--- src/rtl/vga_pkg.sv ---
// Shared definitions for the VGA scan-out engine: pattern modes, default
// 640x480@60 timing and helpers for counter totals and widths.
package vga_pkg;

  typedef enum logic [1:0] {
    MODE_EXT   = 2'd0,
    MODE_BARS  = 2'd1,
    MODE_CHECK = 2'd2,
    MODE_BLACK = 2'd3
  } mode_t;

  localparam int DEF_H_ACTIVE = 640;
  localparam int DEF_H_FP     = 16;
  localparam int DEF_H_SYNC   = 96;
  localparam int DEF_H_BP     = 48;
  localparam int DEF_V_ACTIVE = 480;
  localparam int DEF_V_FP     = 10;
  localparam int DEF_V_SYNC   = 2;
  localparam int DEF_V_BP     = 33;

  function automatic int total4(input int a, input int b, input int c, input int d);
    return a + b + c + d;
  endfunction

  function automatic int cnt_width(input int total);
    return (total <= 1) ? 1 : $clog2(total);
  endfunction

endpackage

--- src/rtl/vga_timing.sv ---
// Raster counters for the scan-out engine: h/v position plus active, sync
// and frame-start flags, all belonging to the counter stage.
module vga_timing
  import vga_pkg::*;
#(
  parameter int H_ACTIVE = DEF_H_ACTIVE,
  parameter int H_FP     = DEF_H_FP,
  parameter int H_SYNC   = DEF_H_SYNC,
  parameter int H_BP     = DEF_H_BP,
  parameter int V_ACTIVE = DEF_V_ACTIVE,
  parameter int V_FP     = DEF_V_FP,
  parameter int V_SYNC   = DEF_V_SYNC,
  parameter int V_BP     = DEF_V_BP,
  localparam int H_TOTAL = total4(H_ACTIVE, H_FP, H_SYNC, H_BP),
  localparam int V_TOTAL = total4(V_ACTIVE, V_FP, V_SYNC, V_BP),
  localparam int XW      = cnt_width(H_TOTAL),
  localparam int YW      = cnt_width(V_TOTAL)
) (
  input  logic          clk,
  input  logic          rst,
  input  logic          enable,
  output logic [XW-1:0] h,
  output logic [YW-1:0] v,
  output logic          active,
  output logic          hsync_act,
  output logic          vsync_act,
  output logic          frame_start,
  output logic          line_end
);

  if (H_FP < 1 || H_SYNC < 1 || H_BP < 1 || V_FP < 1 || V_SYNC < 1 || V_BP < 1) begin : g_bad_porch
    $error("vga_timing: every porch and sync width must be at least 1");
  end

  localparam logic [XW-1:0] H_LAST   = XW'(H_TOTAL - 1);
  localparam logic [XW-1:0] H_ACT    = XW'(H_ACTIVE);
  localparam logic [XW-1:0] HS_START = XW'(H_ACTIVE + H_FP);
  localparam logic [XW-1:0] HS_END   = XW'(H_ACTIVE + H_FP + H_SYNC);
  localparam logic [YW-1:0] V_LAST   = YW'(V_TOTAL - 1);
  localparam logic [YW-1:0] V_ACT    = YW'(V_ACTIVE);
  localparam logic [YW-1:0] VS_START = YW'(V_ACTIVE + V_FP);
  localparam logic [YW-1:0] VS_END   = YW'(V_ACTIVE + V_FP + V_SYNC);

  // Disabling parks the beam at (0,0) so re-enable starts a clean frame.
  always_ff @(posedge clk or posedge rst) begin
    if (rst) begin
      h <= '0;
      v <= '0;
    end else if (!enable) begin
      h <= '0;
      v <= '0;
    end else if (h == H_LAST) begin
      h <= '0;
      v <= (v == V_LAST) ? '0 : v + 1'b1;
    end else begin
      h <= h + 1'b1;
    end
  end

  always_comb begin
    line_end    = (h == H_LAST);
    active      = enable && (h < H_ACT) && (v < V_ACT);
    hsync_act   = enable && (h >= HS_START) && (h < HS_END);
    vsync_act   = enable && (v >= VS_START) && (v < VS_END);
    frame_start = enable && (h == '0) && (v == '0);
  end

endmodule

--- src/rtl/vga_scanout.sv ---
// VGA scan-out engine: requests pixels ahead of the beam, generates test
// patterns, and aligns colour/sync/DE through a PIPE-deep delay line.
module vga_scanout
  import vga_pkg::*;
#(
  parameter int H_ACTIVE     = DEF_H_ACTIVE,
  parameter int H_FP         = DEF_H_FP,
  parameter int H_SYNC       = DEF_H_SYNC,
  parameter int H_BP         = DEF_H_BP,
  parameter int V_ACTIVE     = DEF_V_ACTIVE,
  parameter int V_FP         = DEF_V_FP,
  parameter int V_SYNC       = DEF_V_SYNC,
  parameter int V_BP         = DEF_V_BP,
  parameter int HSYNC_NEG    = 1,
  parameter int VSYNC_NEG    = 1,
  parameter int COLOR_BITS   = 4,
  parameter int PIPE         = 2,
  parameter int REVERSE_BITS = 0,
  localparam int XW = cnt_width(total4(H_ACTIVE, H_FP, H_SYNC, H_BP)),
  localparam int YW = cnt_width(total4(V_ACTIVE, V_FP, V_SYNC, V_BP))
) (
  input  logic                  clock,
  input  logic                  reset,
  input  logic                  io_enable,
  input  logic [1:0]            io_mode,
  output logic                  io_req,
  output logic [XW-1:0]         io_req_x,
  output logic [YW-1:0]         io_req_y,
  input  logic [COLOR_BITS-1:0] io_pix_r,
  input  logic [COLOR_BITS-1:0] io_pix_g,
  input  logic [COLOR_BITS-1:0] io_pix_b,
  output logic [COLOR_BITS-1:0] io_vga_r,
  output logic [COLOR_BITS-1:0] io_vga_g,
  output logic [COLOR_BITS-1:0] io_vga_b,
  output logic                  io_vga_hsync,
  output logic                  io_vga_vsync,
  output logic                  io_de,
  output logic                  io_frame_start
);

  if (H_ACTIVE % 8 != 0) begin : g_bad_hact
    $error("vga_scanout: H_ACTIVE must be a multiple of 8");
  end
  if (PIPE < 0 || PIPE > 4) begin : g_bad_pipe
    $error("vga_scanout: PIPE must be in 0..4");
  end

  localparam int BAR_W = H_ACTIVE / 8;
  localparam int BW    = cnt_width(BAR_W);
  localparam int CB    = COLOR_BITS;
  localparam int SW    = 5 + 3 * CB;
  localparam logic [BW-1:0] BAR_LAST = BW'(BAR_W - 1);
  localparam logic HS_POL = (HSYNC_NEG != 0);
  localparam logic VS_POL = (VSYNC_NEG != 0);

  logic [XW-1:0] s0_h;
  logic [YW-1:0] s0_v;
  logic          s0_active, s0_hs, s0_vs, s0_fs, s0_line_end;

  vga_timing #(
    .H_ACTIVE(H_ACTIVE), .H_FP(H_FP), .H_SYNC(H_SYNC), .H_BP(H_BP),
    .V_ACTIVE(V_ACTIVE), .V_FP(V_FP), .V_SYNC(V_SYNC), .V_BP(V_BP)
  ) u_timing (
    .clk        (clock),
    .rst        (reset),
    .enable     (io_enable),
    .h          (s0_h),
    .v          (s0_v),
    .active     (s0_active),
    .hsync_act  (s0_hs),
    .vsync_act  (s0_vs),
    .frame_start(s0_fs),
    .line_end   (s0_line_end)
  );

  assign io_req   = s0_active;
  assign io_req_x = s0_h;
  assign io_req_y = s0_v;

  // Bar counter tracks the current h so bar_idx is valid in the same S0 cycle.
  logic [BW-1:0] bar_pix;
  logic [2:0]    bar_idx;

  always_ff @(posedge clock or posedge reset) begin
    if (reset) begin
      bar_pix <= '0;
      bar_idx <= '0;
    end else if (s0_line_end || !io_enable) begin
      bar_pix <= '0;
      bar_idx <= '0;
    end else if (bar_pix == BAR_LAST) begin
      bar_pix <= '0;
      bar_idx <= bar_idx + 1'b1;
    end else begin
      bar_pix <= bar_pix + 1'b1;
    end
  end

  // The frame's first pixel already uses the newly sampled mode.
  mode_t mode_q, mode_cur;
  logic  frame_first;

  assign frame_first = (s0_h == '0) && (s0_v == '0);
  assign mode_cur    = frame_first ? mode_t'(io_mode) : mode_q;

  always_ff @(posedge clock or posedge reset) begin
    if (reset) mode_q <= MODE_EXT;
    else       mode_q <= mode_cur;
  end

  logic [CB-1:0] pat_r, pat_g, pat_b;
  logic          x3, y3;

  // Masking with 8 keeps narrow counters (fewer than 4 bits) legal.
  assign x3 = |(s0_h & XW'(8));
  assign y3 = |(s0_v & YW'(8));

  always_comb begin
    pat_r = '0;
    pat_g = '0;
    pat_b = '0;
    case (mode_cur)
      MODE_BARS: begin
        pat_r = {CB{bar_idx[2]}};
        pat_g = {CB{bar_idx[1]}};
        pat_b = {CB{bar_idx[0]}};
      end
      MODE_CHECK: begin
        pat_r = {CB{x3 ^ y3}};
        pat_g = {CB{x3 ^ y3}};
        pat_b = {CB{x3 ^ y3}};
      end
      default: ;
    endcase
  end

  logic [SW-1:0] s0_word, tap;

  assign s0_word = {s0_active, s0_hs, s0_vs, s0_fs, (mode_cur == MODE_EXT), pat_r, pat_g, pat_b};

  if (PIPE == 0) begin : g_nodly
    assign tap = s0_word;
  end else begin : g_dly
    logic [SW-1:0] sr [PIPE];
    always_ff @(posedge clock or posedge reset) begin
      if (reset) begin
        for (int i = 0; i < PIPE; i++) sr[i] <= '0;
      end else begin
        sr[0] <= s0_word;
        for (int i = 1; i < PIPE; i++) sr[i] <= sr[i-1];
      end
    end
    assign tap = sr[PIPE-1];
  end

  logic          t_de, t_hs, t_vs, t_fs, t_ext;
  logic [CB-1:0] t_r, t_g, t_b;
  logic [CB-1:0] col_r, col_g, col_b;

  assign {t_de, t_hs, t_vs, t_fs, t_ext, t_r, t_g, t_b} = tap;

  always_comb begin
    col_r = '0;
    col_g = '0;
    col_b = '0;
    if (t_de) begin
      col_r = t_ext ? io_pix_r : t_r;
      col_g = t_ext ? io_pix_g : t_g;
      col_b = t_ext ? io_pix_b : t_b;
    end
  end

  function automatic logic [CB-1:0] pin_order(input logic [CB-1:0] c);
    logic [CB-1:0] o;
    for (int i = 0; i < CB; i++) o[i] = (REVERSE_BITS != 0) ? c[CB-1-i] : c[i];
    return o;
  endfunction

  always_ff @(posedge clock or posedge reset) begin
    if (reset) begin
      io_vga_r       <= '0;
      io_vga_g       <= '0;
      io_vga_b       <= '0;
      io_vga_hsync   <= HS_POL;
      io_vga_vsync   <= VS_POL;
      io_de          <= 1'b0;
      io_frame_start <= 1'b0;
    end else begin
      io_vga_r       <= pin_order(col_r);
      io_vga_g       <= pin_order(col_g);
      io_vga_b       <= pin_order(col_b);
      io_vga_hsync   <= t_hs ^ HS_POL;
      io_vga_vsync   <= t_vs ^ VS_POL;
      io_de          <= t_de;
      io_frame_start <= t_fs;
    end
  end

endmodule

--- config.mk ---
export PLATFORM = sky130hd
export DESIGN_NAME = vga_scanout
export DESIGN_NICKNAME = d
export VERILOG_FILES = /design/src/rtl/vga_pkg.sv /design/src/rtl/vga_timing.sv /design/src/rtl/vga_scanout.sv
export SDC_FILE = /design/constraint.sdc
export NUM_CORES = 1
export LEC_CHECK = 0
export CORE_UTILIZATION = 40
export CTS_BUF_LIST = sky130_fd_sc_hd__clkbuf_8 sky130_fd_sc_hd__clkbuf_16
export DETAILED_ROUTE_END_ITERATION = 10
export PLACE_DENSITY = 0.79
export SYNTH_ARGS = -nofsm -noshare
export SYNTH_HDL_FRONTEND = slang
export SYNTH_SLANG_ARGS = --single-unit
export TNS_END_PERCENT = 1
--- constraint.sdc ---
create_clock -name clock -period 2.5 [get_ports clock]
set_input_delay 0.25 -clock clock [delete_from_list [all_inputs] [get_ports clock]]
set_output_delay 0.25 -clock clock [all_outputs]
set_load 0.05 [all_outputs]
-- Word level (Yosys, flattened, before mapping)
Index checks and enable logic that the tools add are counted.
- add/subtract/negate cells: 4
- multiplexer cells: 19
- bitwise gates (word level): 3
- reductions and logical operators: 15
- magnitude comparators: 6
- equal/unequal tests: 6
- operators with widths (operator ; count):
    $mux W10 ; 5
    $mux W4 ; 6
    $pmux W4 S2 ; 3
    $add A10 B1 Y10 const B ; 2
    $eq A10 B10 Y1 const B ; 2
    $logic_not A10 Y1 ; 2
    $lt A10 B10 Y1 const B ; 2
    $lt A10 B9 Y1 const B ; 2
    $mux W7 ; 2
    $ge A10 B10 Y1 const B ; 1
    $ge A10 B9 Y1 const B ; 1
    $logic_and A1 B1 Y1 ; 9
    $add A7 B1 Y7 const B ; 1
    $eq A7 B7 Y1 const B ; 1
    $mux W3 ; 2
    $add A3 B1 Y3 const B ; 1
    $eq A2 B1 Y1 const B ; 1
    $eq A2 B2 Y1 const B ; 1
    $logic_not A2 Y1 ; 1
    $mux W2 ; 1
    $ne A2 B1 Y1 const B ; 1
    $not A1 Y1 ; 2
    $reduce_bool A2 Y1 ; 1
    $logic_not A1 Y1 ; 1
    other kinds (2) ; 2
- output and inout port bits: 37
- word-level logic and storage cells: 67
- input bits: 17
- bits in registers: 82

-- Longest topological paths before layout
- word-level depth: 5
- mapped depth: 9
- depth with buffers taken out: 9

-- By module
A second synthesis with hierarchy kept.
- cells, all modules: 260
- area, all modules: 2832.7 µm²
- by module, submodules not included (module ; area an instance (µm²) ; cells each ; times used ; sequential area each (µm²)):
    vga_scanout ; 1656.6 ; 133 ; 1 ; 1103.6
    vga_timing ; 1176.1 ; 127 ; 1 ; 500.5

-- Least setup slack after synthesis
No wires, ideal clock.
- path kind: reg-to-reg
- start point: register u_timing.h[5]
- end point: register g_dly.sr[20] (netlist bit)
- path slack: -0.207 ns
- period minus slack after synthesis: 2.707 ns
- data arrival time: 2.630 ns
- buffers on the path: 1
- cell stages (with the launch flop): 8
- data required time: 2.423 ns
- path through: dfrtp_1 -> buf_6 -> or3_4 -> or4_4 -> nor3_4 -> mux2_2 -> ha_1 -> a21oi_1
- cells in the longest elaborated chain, start to end: 5
- elaborated cells between the ends (all ways): 6
- those cells by class: 2 x eq/ne; 2 x mux; 2 x reduce/logical
- RTL lines (element ; line ; RTL):
    start: declaration ; vga_timing.sv:22 ; output logic [XW-1:0] h,
    start signal: assignment ; vga_timing.sv:56 ; h <= h + 1'b1;
    $logic_not A10 Y1 * ; vga_scanout.sv:103 ; assign frame_first = (s0_h == '0) && (s0_v == '0);
    $logic_and A1 B1 Y1 * ; vga_scanout.sv:103 ;
    $mux W2 * ; vga_scanout.sv:104 ; assign mode_cur = frame_first ? mode_t'(io_mode) : mode_q;
    $eq A2 B2 Y1 / $eq A2 B1 Y1 (equally long branches) ; vga_scanout.sv:122 ; case (mode_cur)
    $pmux W4 S2 * ; vga_scanout.sv:122 ;
    end: declaration ; vga_scanout.sv:144 ; logic [SW-1:0] sr [PIPE];
Mark *: on every way between the ends. The rest lies on a longest branch, timed or not.
A chain may end at the register's enable or synchronous reset.

-- Worst setup path in the final report
- start point: register u_timing.h[5]
- end point: register g_dly.sr[24] (netlist bit)
- cells in the longest elaborated chain, start to end: 5
- elaborated cells between the ends (all ways): 6
- those cells by class: 2 x eq/ne; 2 x mux; 2 x reduce/logical
- RTL lines (element ; line ; RTL):
    $logic_not A10 Y1 * ; vga_scanout.sv:103 ;
    $logic_and A1 B1 Y1 * ; vga_scanout.sv:103 ;
    $mux W2 * ; vga_scanout.sv:104 ;
    via mode_cur[0] ; vga_scanout.sv:100 ; mode_t mode_q, mode_cur;
    $eq A2 B2 Y1 / $eq A2 B1 Y1 (equally long branches) ; vga_scanout.sv:122 ;
    $pmux W4 S2 * ; vga_scanout.sv:122 ;
Mark *: on every way through the listed nets, which the timed path passes. The rest lies on a longest branch.

==> metrics.txt <==
# TYPE chip_impl_metric gauge
chip_impl_metric{name="grt_overflow_total",unit=""} 0
chip_impl_metric{name="setup-violations-final",unit=""} 0
chip_impl_metric{name="area_delta_synth_final",unit="%"} 36.0
chip_impl_metric{name="post_route_cells_drive_above_1_share",unit=""} 0.155
chip_impl_metric{name="gr-usage-met3",unit=""} 0.0626
chip_impl_metric{name="finalClockSkew",unit="ns"} 0.00575
chip_impl_metric{name="via_per_instance_ratio",unit=""} 4.98
chip_impl_metric{name="insertedDiodeCount",unit=""} 0
chip_impl_metric{name="async_set_or_reset_flop_fraction_in_the_synthesized_netlist",unit=""} 1.00
chip_impl_metric{name="number_of_endpoints_with_negative_hold_slack_in_the_final_report",unit=""} 0
chip_impl_metric{name="worstPathArrival",unit="ns"} 2.73
chip_impl_metric{name="syn-mean-instance-area",unit="sq um"} 11.1
chip_impl_metric{name="setup_total_negative_slack",unit="ns"} 0
chip_impl_info{name="r2r_start",value="u_timing.h[5]"} 1
chip_impl_metric{name="drtAntennaViolNets",unit=""} 0
chip_impl_metric{name="seq_power_share",unit=""} 0.437
chip_impl_info{name="cp-endpoint",value="g_dly.sr[24]"} 1
chip_impl_metric{name="antenna_violations_before_repair",unit=""} 0
chip_impl_info{name="timing.critical_path.to_type",value="flip-flop"} 1
chip_impl_metric{name="vdd.ir_drop.worst",unit="uV"} 379
chip_impl_info{name="tritoncts",value="done"} 1
chip_impl_metric{name="drc",unit=""} 0
chip_impl_info{name="rr_endpoint",value="g_dly.sr[24]"} 1
chip_impl_info{name="clk_root_buf",value="sky130_fd_sc_hd__clkbuf_8"} 1
chip_impl_metric{name="cts.reportedPaths.clkPinSlew",unit="ns"} 0.07
chip_impl_metric{name="crit_path_max_fanout",unit=""} 5
chip_impl_info{name="synth_top_flop_cell",value="sky130_fd_sc_hd__dfrtp_1"} 1
chip_impl_info{name="outcome",value="complete, no violations"} 1
chip_impl_metric{name="vias",unit=""} 2115
chip_impl_metric{name="setup.reg_to_reg.worst_slack",unit="ns"} 0.005
chip_impl_metric{name="post_cts_hold_fix_bufs",unit=""} 0
chip_impl_metric{name="die_h",unit="microns"} 85.7
chip_impl_info{name="yosysTopAreaCell",value="sky130_fd_sc_hd__dfrtp_1"} 1
chip_impl_metric{name="cts_max_level",unit=""} 3
chip_impl_metric{name="first_pass_detailed_route_iteration_total",unit=""} 5
chip_impl_metric{name="top_level_ports",unit=""} 54
chip_impl_metric{name="cell_depth_of_the_worst_flop_to_flop_path",unit=""} 8
chip_impl_metric{name="leakagePower",unit="nW"} 1.64
chip_impl_metric{name="clock-sinks",unit=""} 64
chip_impl_metric{name="maximum_number_of_pins_on_one_net_before_global_route_repair",unit=""} 28
chip_impl_info{name="worstSetupStartpoint",value="u_timing.h[5]"} 1
chip_impl_metric{name="synthCells",unit=""} 253
chip_impl_info{name="ys_top_cells_by_area",value="sky130_fd_sc_hd__dfrtp_1, sky130_fd_sc_hd__ha_1, sky130_fd_sc_hd__nand2_1"} 1
chip_impl_info{name="worstSetupStartpointType",value="flip-flop"} 1
chip_impl_metric{name="max_slew.worst_pin.slew",unit="ns"} 0.551
chip_impl_metric{name="fin_nets",unit=""} 350
chip_impl_metric{name="sw_frac_of_total",unit=""} 0.250
chip_impl_metric{name="final.min_clock_period",unit="ns"} 2.49
chip_impl_metric{name="met1_usage",unit=""} 0.204
chip_impl_metric{name="dieArea",unit="sq um"} 7350
chip_impl_metric{name="cts_made_buffers",unit=""} 9
chip_impl_metric{name="rows",unit=""} 30
chip_impl_metric{name="avgRoutedWirePerCell",unit="microns"} 14.2
chip_impl_metric{name="fillerInstances",unit=""} 589
chip_impl_info{name="min-delay-path-class",value="input port to asynchronous set/reset pin"} 1
chip_impl_info{name="setup_repair_after_global_routing_missed_its_margin",value="true"} 1
chip_impl_info{name="most-common-layout-cells",value="sky130_fd_sc_hd__dfrtp_1, sky130_fd_sc_hd__clkdlybuf4s50_1, sky130_fd_sc_hd__nand2_1"} 1
chip_impl_metric{name="drv.max_cap_violation_count",unit=""} 0
chip_impl_metric{name="synth.ff_latch_count",unit=""} 64
chip_impl_metric{name="worst-endpoint-required",unit="ns"} 2.74
chip_impl_metric{name="global_route_wire_length_before_repair",unit="microns"} 9800
chip_impl_info{name="timing.setup.critical_path_class",value="flip-flop to flip-flop"} 1
chip_impl_metric{name="synth.cell_area",unit="sq um"} 2810
chip_impl_metric{name="seq_area_frac_synth",unit=""} 0.572
chip_impl_metric{name="grtUsageTotal",unit=""} 0.177
chip_impl_metric{name="yosysWarnings",unit=""} 0
chip_impl_info{name="final_common_cell",value="sky130_fd_sc_hd__dfrtp_1"} 1
chip_impl_metric{name="first_global_vias",unit=""} 2112
chip_impl_metric{name="power.density_cell_area",unit="nW/um^2"} 666
chip_impl_metric{name="postSynthNetCount",unit=""} 279
chip_impl_metric{name="cell_internal_power",unit="mW"} 1.91
chip_impl_metric{name="detailedRoute.firstIterationViolations",unit=""} 76
chip_impl_metric{name="timing.hold.ws",unit="ns"} 0.279
chip_impl_metric{name="met2_layer_usage_reported_by_global_route",unit=""} 0.301
chip_impl_metric{name="clkLatencyLatePin",unit="ns"} 0.34
chip_impl_metric{name="power_switching",unit="uW"} 636
chip_impl_metric{name="finalWirelength",unit="microns"} 6030
chip_impl_metric{name="post-route-period-util",unit=""} 0.998
chip_impl_info{name="most_used_layer_global_route",value="met2"} 1
chip_impl_metric{name="floorplan.initialDensity",unit=""} 0.413
chip_impl_metric{name="max_freq",unit="MHz"} 401
chip_impl_metric{name="synth.distinct_cells",unit=""} 43
chip_impl_metric{name="slew_violations",unit=""} 0
chip_impl_metric{name="clkPwrFrac",unit=""} 0.439
chip_impl_metric{name="core",unit="sq um"} 6790
chip_impl_metric{name="synth.top_cell.area_share",unit=""} 0.553
chip_impl_metric{name="x_dimension_of_the_die",unit="microns"} 85.7
chip_impl_metric{name="slew_limit_headroom",unit=""} 0.632
chip_impl_metric{name="portBuffers",unit=""} 53
chip_impl_metric{name="synth-edff-count",unit=""} 0
chip_impl_metric{name="clock_tree.buffer_depth",unit=""} 2
chip_impl_metric{name="dp_hpwl",unit="microns"} 4230
chip_impl_metric{name="power.combinational.fraction",unit=""} 0.124
chip_impl_metric{name="gp_congestion",unit=""} 0.795
==> per-stage QoR <==
stage / total power, mW / worst slack [ns] / utilization / cells / area, sq um
after CTS: 2.54 / 0.0848 / 0.554 / 421 / 3760
final: 2.54 / 0.00513 / 0.562 / 425 / 3820
after floorplan: 1.32 / -0.0257 / - / 253 / 2830
after detailed placement: 1.42 / 0.0994 / 0.517 / 405 / 3510
after global placement: 1.41 / 0.223 / 0.517 / 405 / 3510
after global routing: 2.65 / -0.0593 / 0.562 / 425 / 3820
==> how the worst min path moves through the flow <==
stage / endpoint / slack [ns] / cells after the start
4_1_cts: io_vga_g[0] / 0.29 / 2
3_3_place_gp: tap[11] / 0.33 / 0
2_1_floorplan: io_frame_start / 0.33 / 0
3_5_place_dp: tap[11] / 0.34 / 0
5_1_grt: tap[16] / 0.32 / 2
6_report: io_vga_g[0] / 0.28 / 2
==> metal layers <==
layer	part of all wire	vias to the layer above
met5	0	-
li1	-	1017
met4	0.014	0
met1	0.44	1026
met3	0.052	6
met2	0.50	66
==> critical path, cell delays in order (launching register included) <==
cell,delay [ns]
sky130_fd_sc_hd__dfrtp_2,0.40
sky130_fd_sc_hd__or3_4,0.40
sky130_fd_sc_hd__or4_4,0.45
sky130_fd_sc_hd__nor3_4,0.33
sky130_fd_sc_hd__buf_4,0.18
sky130_fd_sc_hd__mux2_4,0.31
sky130_fd_sc_hd__ha_4,0.17
sky130_fd_sc_hd__nand2_1,0.08
sky130_fd_sc_hd__a21oi_2,0.06
==> flip-flops by register name, summed over array words and instances (netlist names), named ones only <==
signal	count
u_timing.h	10
u_timing.v	10
g_dly.sr	8
tap	8
bar_pix	7
io_vga_b	4
io_vga_g	4
io_vga_r	4
bar_idx	3
io_de	1
io_frame_start	1
io_vga_hsync	1
io_vga_vsync	1
mode_q	1
==> cells by family (layout without fill, tap and decap cells) <==
| group | after synthesis | in the layout | synth area share |
|---|---|---|---|
| AND/OR/NAND/NOR | 102 | 102 | 0.193 |
| XOR/XNOR | 15 | 15 | 0.0468 |
| adder cells (fa/ha/maj) | 9 | 9 | 0.0401 |
| multiplexers | 8 | 8 | 0.0299 |
| flip-flops | 64 | 64 | 0.572 |
| AO/OA/AOI/OAI | 38 | 38 | 0.0901 |
| buffers and inverters | 17 | 93 | 0.0285 |
==> power groups by stage <==
stage / Clock [mW] / Sequential, mW / Combinational, mW
floorplan: 0 / 1.19 / 0.130
global placement: 0 / 1.13 / 0.283
detailed placement: 0 / 1.13 / 0.290
CTS: 1.14 / 1.11 / 0.292
global route: 1.20 / 1.12 / 0.338
finish: 1.12 / 1.11 / 0.314
==> cell usage after synthesis (6+ instances only) <==
cell and instances:
sky130_fd_sc_hd__dfrtp_1 62, sky130_fd_sc_hd__nand2_1 26, sky130_fd_sc_hd__nor2_1 21, sky130_fd_sc_hd__a21boi_0 12, sky130_fd_sc_hd__a21oi_1 12, sky130_fd_sc_hd__nand3_1 12
sky130_fd_sc_hd__inv_1 11, sky130_fd_sc_hd__ha_1 9, sky130_fd_sc_hd__o21ai_0 8, sky130_fd_sc_hd__xor2_1 8, sky130_fd_sc_hd__xnor2_1 7, sky130_fd_sc_hd__nor3_1 6
==> what timing repair did <==
action	CTS	global route
gates resized for setup	0	5
endpoints found under the setup margin	0	3
buffers inserted	0	4
==> final cells by class <==
cell class                      count  area (sq um)  area share
Sequential cell                    64          1610       0.421
Clock inverter                      6           115      0.0302
Timing Repair Buffer               66           626       0.164
Tap cell                           96           120      0.0315
Clock buffer                       10           138      0.0361
Multi-Input combinational cell    172          1170       0.307
Inverter                           11          41.3      0.0108
Power figures use the tool's default switching activity.
